File: src/rtl/prog_loader_pkg.sv
// Shared definitions for the boot-time program loader: command bytes,
// FSM state encoding and the BRAM target selector.
package prog_loader_pkg;

    localparam logic [7:0] LDR_CMD_IMEM = 8'hA5;
    localparam logic [7:0] LDR_CMD_DMEM = 8'h5A;
    localparam logic [7:0] LDR_CMD_RUN  = 8'hC3;
    localparam logic [7:0] LDR_CMD_HALT = 8'h0F;

    typedef enum logic [2:0] {
        ST_IDLE,
        ST_CNT_LO,
        ST_CNT_HI,
        ST_DATA,
        ST_WRITE,
        ST_RUN,
        ST_ERROR
    } state_t;

    typedef enum logic {
        TGT_IMEM,
        TGT_DMEM
    } target_t;

endpackage

File: src/rtl/prog_loader_byte_packer.sv
// Little-endian 4-byte word accumulator. The first byte loaded after a
// clear lands in bits 7:0. word_next/word_full show the word including the
// byte being loaded this cycle, so the caller can register it directly.
module prog_loader_byte_packer (
    input  logic        clk,
    input  logic        rst,
    input  logic        clear,
    input  logic        load,
    input  logic [7:0]  byte_in,
    output logic [31:0] word_next,
    output logic        word_full
);

    logic [31:0] word_q, word_d;
    logic [1:0]  count_q, count_d;

    // Place the incoming byte at the lane selected by the byte counter.
    always_comb begin
        word_next = word_q;
        word_next[{count_q, 3'b000} +: 8] = byte_in;
        word_full = load && (count_q == 2'd3);
        word_d    = word_q;
        count_d   = count_q;
        if (clear) begin
            word_d  = '0;
            count_d = '0;
        end else if (load) begin
            word_d  = word_next;
            count_d = count_q + 2'd1;
        end
    end

    // Word and byte-counter registers; the counter wraps to 0 on the 4th byte.
    always_ff @(posedge clk) begin
        if (rst) begin
            word_q  <= '0;
            count_q <= '0;
        end else begin
            word_q  <= word_d;
            count_q <= count_d;
        end
    end

endmodule

File: src/rtl/prog_loader.sv
// Boot-time program loader: parses a byte stream of command frames, packs
// little-endian words into instruction or data BRAM, then releases the core.
// Every output is registered and computed from the next state.
module prog_loader
    import prog_loader_pkg::*;
#(
    parameter int ADDR_WIDTH = 10,
    parameter int DATA_WIDTH = 32,
    parameter int MAX_WORDS  = 256
) (
    input  logic                  clk,
    input  logic                  rst,
    input  logic [7:0]            in_byte,
    input  logic                  in_valid,
    output logic                  in_ready,
    output logic [ADDR_WIDTH-1:0] i_w_addr,
    output logic [DATA_WIDTH-1:0] i_w_dat,
    output logic                  i_w_enb,
    output logic [ADDR_WIDTH-1:0] d_w_addr,
    output logic [DATA_WIDTH-1:0] d_w_dat,
    output logic                  d_w_enb,
    output logic                  cpu_stall,
    output logic                  d_bram_init_done,
    output logic                  busy,
    output logic                  err
);

    state_t  state_q, state_d;
    target_t target_q, target_d;
    logic [15:0] cnt_q, cnt_d;
    logic [15:0] idx_q, idx_d;

    logic                  in_ready_q, in_ready_d;
    logic                  cpu_stall_q, cpu_stall_d;
    logic                  init_done_q, init_done_d;
    logic                  busy_q, busy_d;
    logic                  err_q, err_d;
    logic                  i_w_enb_q, i_w_enb_d;
    logic                  d_w_enb_q, d_w_enb_d;
    logic [ADDR_WIDTH-1:0] i_w_addr_q, i_w_addr_d;
    logic [ADDR_WIDTH-1:0] d_w_addr_q, d_w_addr_d;
    logic [DATA_WIDTH-1:0] i_w_dat_q, i_w_dat_d;
    logic [DATA_WIDTH-1:0] d_w_dat_q, d_w_dat_d;

    logic        accept;
    logic        err_pulse;
    logic        pk_clear;
    logic        pk_load;
    logic [31:0] pk_word;
    logic        pk_full;

    assign accept = in_valid && in_ready_q;

    prog_loader_byte_packer u_packer (
        .clk       (clk),
        .rst       (rst),
        .clear     (pk_clear),
        .load      (pk_load),
        .byte_in   (in_byte),
        .word_next (pk_word),
        .word_full (pk_full)
    );

    // Next-state logic for the frame parser and run/halt control.
    always_comb begin
        state_d   = state_q;
        target_d  = target_q;
        cnt_d     = cnt_q;
        idx_d     = idx_q;
        err_pulse = 1'b0;
        pk_clear  = 1'b0;
        pk_load   = 1'b0;
        case (state_q)
            ST_IDLE: begin
                if (accept) begin
                    case (in_byte)
                        LDR_CMD_IMEM: begin
                            target_d = TGT_IMEM;
                            state_d  = ST_CNT_LO;
                        end
                        LDR_CMD_DMEM: begin
                            target_d = TGT_DMEM;
                            state_d  = ST_CNT_LO;
                        end
                        LDR_CMD_RUN:  state_d = ST_RUN;
                        LDR_CMD_HALT: state_d = ST_IDLE;
                        default:      err_pulse = 1'b1;
                    endcase
                end
            end
            ST_CNT_LO: begin
                if (accept) begin
                    cnt_d   = {8'h00, in_byte};
                    state_d = ST_CNT_HI;
                end
            end
            ST_CNT_HI: begin
                if (accept) begin
                    cnt_d = {in_byte, cnt_q[7:0]};
                    if (cnt_d == 16'd0) begin
                        state_d = ST_IDLE;
                    end else if (cnt_d > 16'(MAX_WORDS)) begin
                        state_d = ST_ERROR;
                    end else begin
                        idx_d    = '0;
                        pk_clear = 1'b1;
                        state_d  = ST_DATA;
                    end
                end
            end
            ST_DATA: begin
                if (accept) begin
                    pk_load = 1'b1;
                    if (pk_full) begin
                        state_d = ST_WRITE;
                    end
                end
            end
            ST_WRITE: begin
                idx_d   = idx_q + 16'd1;
                state_d = (idx_d == cnt_q) ? ST_IDLE : ST_DATA;
            end
            ST_RUN: begin
                if (accept && (in_byte == LDR_CMD_HALT)) begin
                    state_d = ST_IDLE;
                end
            end
            ST_ERROR: state_d = ST_ERROR;
            default:  state_d = ST_IDLE;
        endcase
    end

    // Registered outputs derived from the state being entered, so the write
    // pulse appears in the cycle right after the 4th data byte is accepted.
    always_comb begin
        in_ready_d  = !((state_d == ST_WRITE) || (state_d == ST_ERROR));
        cpu_stall_d = (state_d != ST_RUN);
        init_done_d = (state_d == ST_RUN);
        busy_d      = (state_d == ST_CNT_LO) || (state_d == ST_CNT_HI) ||
                      (state_d == ST_DATA)   || (state_d == ST_WRITE);
        err_d       = err_q || err_pulse || (state_d == ST_ERROR);
        i_w_enb_d   = (state_d == ST_WRITE) && (target_q == TGT_IMEM);
        d_w_enb_d   = (state_d == ST_WRITE) && (target_q == TGT_DMEM);
        i_w_addr_d  = i_w_addr_q;
        i_w_dat_d   = i_w_dat_q;
        d_w_addr_d  = d_w_addr_q;
        d_w_dat_d   = d_w_dat_q;
        if (i_w_enb_d) begin
            i_w_addr_d = ADDR_WIDTH'({idx_q, 2'b00});
            i_w_dat_d  = DATA_WIDTH'(pk_word);
        end
        if (d_w_enb_d) begin
            d_w_addr_d = ADDR_WIDTH'({idx_q, 2'b00});
            d_w_dat_d  = DATA_WIDTH'(pk_word);
        end
    end

    // State and output registers with synchronous reset.
    always_ff @(posedge clk) begin
        if (rst) begin
            state_q     <= ST_IDLE;
            target_q    <= TGT_IMEM;
            cnt_q       <= '0;
            idx_q       <= '0;
            in_ready_q  <= 1'b1;
            cpu_stall_q <= 1'b1;
            init_done_q <= 1'b0;
            busy_q      <= 1'b0;
            err_q       <= 1'b0;
            i_w_enb_q   <= 1'b0;
            d_w_enb_q   <= 1'b0;
            i_w_addr_q  <= '0;
            i_w_dat_q   <= '0;
            d_w_addr_q  <= '0;
            d_w_dat_q   <= '0;
        end else begin
            state_q     <= state_d;
            target_q    <= target_d;
            cnt_q       <= cnt_d;
            idx_q       <= idx_d;
            in_ready_q  <= in_ready_d;
            cpu_stall_q <= cpu_stall_d;
            init_done_q <= init_done_d;
            busy_q      <= busy_d;
            err_q       <= err_d;
            i_w_enb_q   <= i_w_enb_d;
            d_w_enb_q   <= d_w_enb_d;
            i_w_addr_q  <= i_w_addr_d;
            i_w_dat_q   <= i_w_dat_d;
            d_w_addr_q  <= d_w_addr_d;
            d_w_dat_q   <= d_w_dat_d;
        end
    end

    assign in_ready         = in_ready_q;
    assign cpu_stall        = cpu_stall_q;
    assign d_bram_init_done = init_done_q;
    assign busy             = busy_q;
    assign err              = err_q;
    assign i_w_enb          = i_w_enb_q;
    assign d_w_enb          = d_w_enb_q;
    assign i_w_addr         = i_w_addr_q;
    assign i_w_dat          = i_w_dat_q;
    assign d_w_addr         = d_w_addr_q;
    assign d_w_dat          = d_w_dat_q;

endmodule

File: config.mk
export PLATFORM = sky130hd
export DESIGN_NAME = prog_loader
export DESIGN_NICKNAME = d
export VERILOG_FILES = /design/src/rtl/prog_loader_pkg.sv /design/src/rtl/prog_loader_byte_packer.sv /design/src/rtl/prog_loader.sv
export SDC_FILE = /design/constraint.sdc
export NUM_CORES = 1
export LEC_CHECK = 0
export CAP_MARGIN = 40
export CORE_ASPECT_RATIO = 0.9
export CORE_MARGIN = 4
export CORE_UTILIZATION = 45
export CTS_BUF_LIST = sky130_fd_sc_hd__clkbuf_4
export CTS_CLUSTER_DIAMETER = 60
export DETAILED_ROUTE_END_ITERATION = 6
export PLACE_DENSITY_LB_ADDON = 0.1
export SLEW_MARGIN = 15
export SYNTH_ARGS = -nofsm -noshare
export SYNTH_HDL_FRONTEND = slang
export SYNTH_SLANG_ARGS = --single-unit
File: constraint.sdc
create_clock -name clk -period 2.6 [get_ports clk]
set_clock_uncertainty 0.2 [all_clocks]
set_input_delay 0.52 -clock clk [delete_from_list [all_inputs] [get_ports clk]]
set_output_delay 0.52 -clock clk [all_outputs]
set_load 0.01 [all_outputs]
==> flow_summary.toml <==
[final_layout]
antenna_cells = 0
drive_above_1_share = 0.1243
nets = 930
syn2layout_area_growth_pct = 26.67
nFillCells = 1338
register_area_sq_um = 3143
multi_input_area_sq_um = 3364

[routing]
ant_nets = 0
routed_wl_mm = 17.99
first_pass_iters = 6
wl_per_cell_um = 16.02
avgViaCountPerCell = 5.447
vias = 6117
drc_errors = 0
drt_iter0_markers = 364

[hold_path]
hp-start = "rst"
whs_path_depth = 2
hp-class = "input port to flip-flop"

[global_route]
overflow = 0
grt_max_degree = 73
track_usage = 0.2118
grt_first_pass_wirelength_mm = 29.43
grt_antenna_before_repair = 0
grt_pass1_vias = 5830

[clock_tree]
cts_hold_buf = 0
clk_latency_ns = 0.55
clock_sinks = 157
cts_root_buf = "clkbuf_4"
clock_path_buffers = 2
cts-buffers-inserted = 17
htreeDepth = 4
cts_tree = "done"
ctsResizeCount = 0
cts_setup_buffers = 0
path_clk_slew_ns = 0.11

[timing]
fin_crit_ns = 2.461
setup_viol = 0
fmax_mhz = 406.4
maxSlewViolCount = 0
setup_slack_ns = 0.1394
hold_slack_ns = 0.1906
hold_viol = 0
period_share = 0.9464
worst_pin_slew_ns = 0.6743
rsz0062_at_grt = "false"
slew-limit-headroom = 0.5505

[floorplanning]
num_io_pins = 102
die_x_um = 137.6
die_h_um = 124.6
coreArea_sq_um = 14770
start_util = 0.4607
rows = 42
design.die.area_sq_um = 17150

[critical_path]
startpoint = "in_byte[7]"
rrSetupSlack_ns = 0.20
timing.rr.start = "idx_q[0]$_SDFFE_PP0P_"
worstPathRequired_ns = 2.83
crit_path_start_kind = "input port"
path_max_fanout = 8
worstPathArrival_ns = 2.69
worstRegToRegCells = 8
reg2reg_to = "busy$_SDFF_PP0_"
cp-endpoint = "idx_q[4]$_SDFFE_PP0P_"
endpoint_kind = "flip-flop"
path_class = "input port to flip-flop"

[run_status]
outcome = "finished clean"

[placed_design]
dp_slack_ns = -0.6038
hpwl_mm = 12.57
place.gp.congestion = 0.8912
io_buffers = 97

[yosys]
synth_ff_type = "dfxtp_1"
synth_edf_count = 0
synth.avg_cell_area_sq_um = 8.525
async_flop_share = 0
synth-seq-cells = 157
yosysSeqAreaShare = 0.4620
mappedNetlistArea_sq_um = 6803
postSynthCellCount = 798
yosys_warnings = 0
yosysUniqueCellTypes = 58

[power_and_ir_drop]
powerDensity_nw_per_um2 = 464.9
power.leakage_uw = 0.002891
ir_worst_vdd_uv = 263.3
finalPower_uw = 4006

[run]
max_cap_viol_count = 0
==> synthesized netlist by cell type, types with 6 or more instances <==
| cell type | instances | share of area |
|---|---|---|
| buf_2 | 7 | 0.0051 |
| a211oi_1 | 92 | 0.10 |
| a21oi_1 | 67 | 0.049 |
| ha_1 | 6 | 0.011 |
| o21ai_0 | 8 | 0.0059 |
| nand2b_1 | 10 | 0.0092 |
| nor2b_1 | 42 | 0.039 |
| nor3_1 | 10 | 0.0074 |
| nand2_1 | 58 | 0.032 |
| nand3_1 | 11 | 0.0081 |
| a311oi_1 | 10 | 0.013 |
| nor2_1 | 138 | 0.076 |
| a31oi_1 | 12 | 0.011 |
| dfxtp_1 | 157 | 0.46 |
| a22oi_1 | 14 | 0.015 |
| clkbuf_1 | 50 | 0.028 |
| xnor2_1 | 18 | 0.023 |
==> state kept, by name, indices dropped and copies added, names as in the netlist <==
register and flops:
d_w_dat 32, d_w_enb 1, i_w_addr 8, in_ready 1
cnt_q 16, busy 1, state_q 3, cpu_stall 1
i_w_dat 32, idx_q 16, d_bram_init_done 1, target_q 1
i_w_enb 1, u_packer.count_q 2, d_w_addr 8, err 1
u_packer.word_q 32
==> stage by stage <==
| step | area [sq um] | std cells | TNS (ns) | util |
|---|---|---|---|---|
| after floorplan | 6835 | 801 | -3.073 | - |
| after global placement | 8278 | 1090 | -29.75 | 0.5606 |
| after detailed placement | 8278 | 1090 | -31.30 | 0.5606 |
| after CTS | 8544 | 1121 | 0 | 0.5786 |
| after global routing | 8617 | 1123 | 0 | 0.5835 |
| final | 8617 | 1123 | 0 | 0.5835 |
==> cells in the final DEF, fill, tap and decap left out, types with 5 or more instances in the layout <==
cell	n
clkdlybuf4s50_1	92
xnor2_1	18
buf_12	6
xor2_1	5
nand2b_1	9
nand2_1	58
a22oi_1	14
and2_1	5
nor2b_1	41
dfxtp_1	157
nand4_1	5
nor3_1	10
buf_4	58
ha_1	6
nand3_1	11
clkbuf_4	23
a311oi_1	10
o21ai_0	7
a211oi_1	91
a31oi_1	12
a21oi_1	67
inv_1	5
nor2_1	136
==> how the worst min path moves through the flow <==
stage	slack [ns]	to
after global placement	0.24	i_w_addr[6]$_SDFFE_PP0P_
final	0.19	cnt_q[0]$_SDFFE_PP0P_
after CTS	0.14	cnt_q[4]$_SDFFE_PP0P_
after detailed placement	0.25	i_w_addr[6]$_SDFFE_PP0P_
after global routing	0.15	cnt_q[4]$_SDFFE_PP0P_
after floorplan	0.27	u_packer.word_q[0]$_SDFFE_PP0P_
==> critical path, cell delays in order <==
cell and delay, ns:
dlymetal6s2s_1 0.14, or4_4 0.56, or4_4 0.59, a211o_1 0.32, a22oi_4 0.21, buf_12 0.17
a21bo_2 0.12, a21oi_1 0.05
==> per-layer routing <==
metal  wire length, um  GRT usage  up-vias
met1              8410     0.2955     2854
met4               323    0.08040        0
met5                 0          0        -
met3               978    0.04604       20
met2              8277     0.3186      166
li1                  -          -     3077
==> power by group <==
group          switching (uW)  internal, uW  total (uW)  leakage (uW)
Clock                     808           622        1430      0.000148
Sequential               2.15          2410        2410       0.00126
Combinational             102          66.2         169       0.00148
==> area by class of cell <==
type / count / share of cell area
Clock buffer: 23 / 0.02004
Clock inverter: 8 / 0.01089
Inverter: 5 / 0.002178
Multi-Input combinational cell: 570 / 0.3904
Sequential cell: 157 / 0.3647
Tap cell: 198 / 0.02875
Timing Repair Buffer: 162 / 0.1830
==> cells by family after synthesis <==
kind of cell | count (synthesis) | synth area share
buf+inv | 74 | 0.05040
fa+ha+maj | 6 | 0.01104
other cells | 1 | 0.0005512
xor+xnor | 23 | 0.02961
simple gates | 308 | 0.2135
flops | 157 | 0.4620
compound gates | 229 | 0.2329
(Power assumes the default switching activity.)
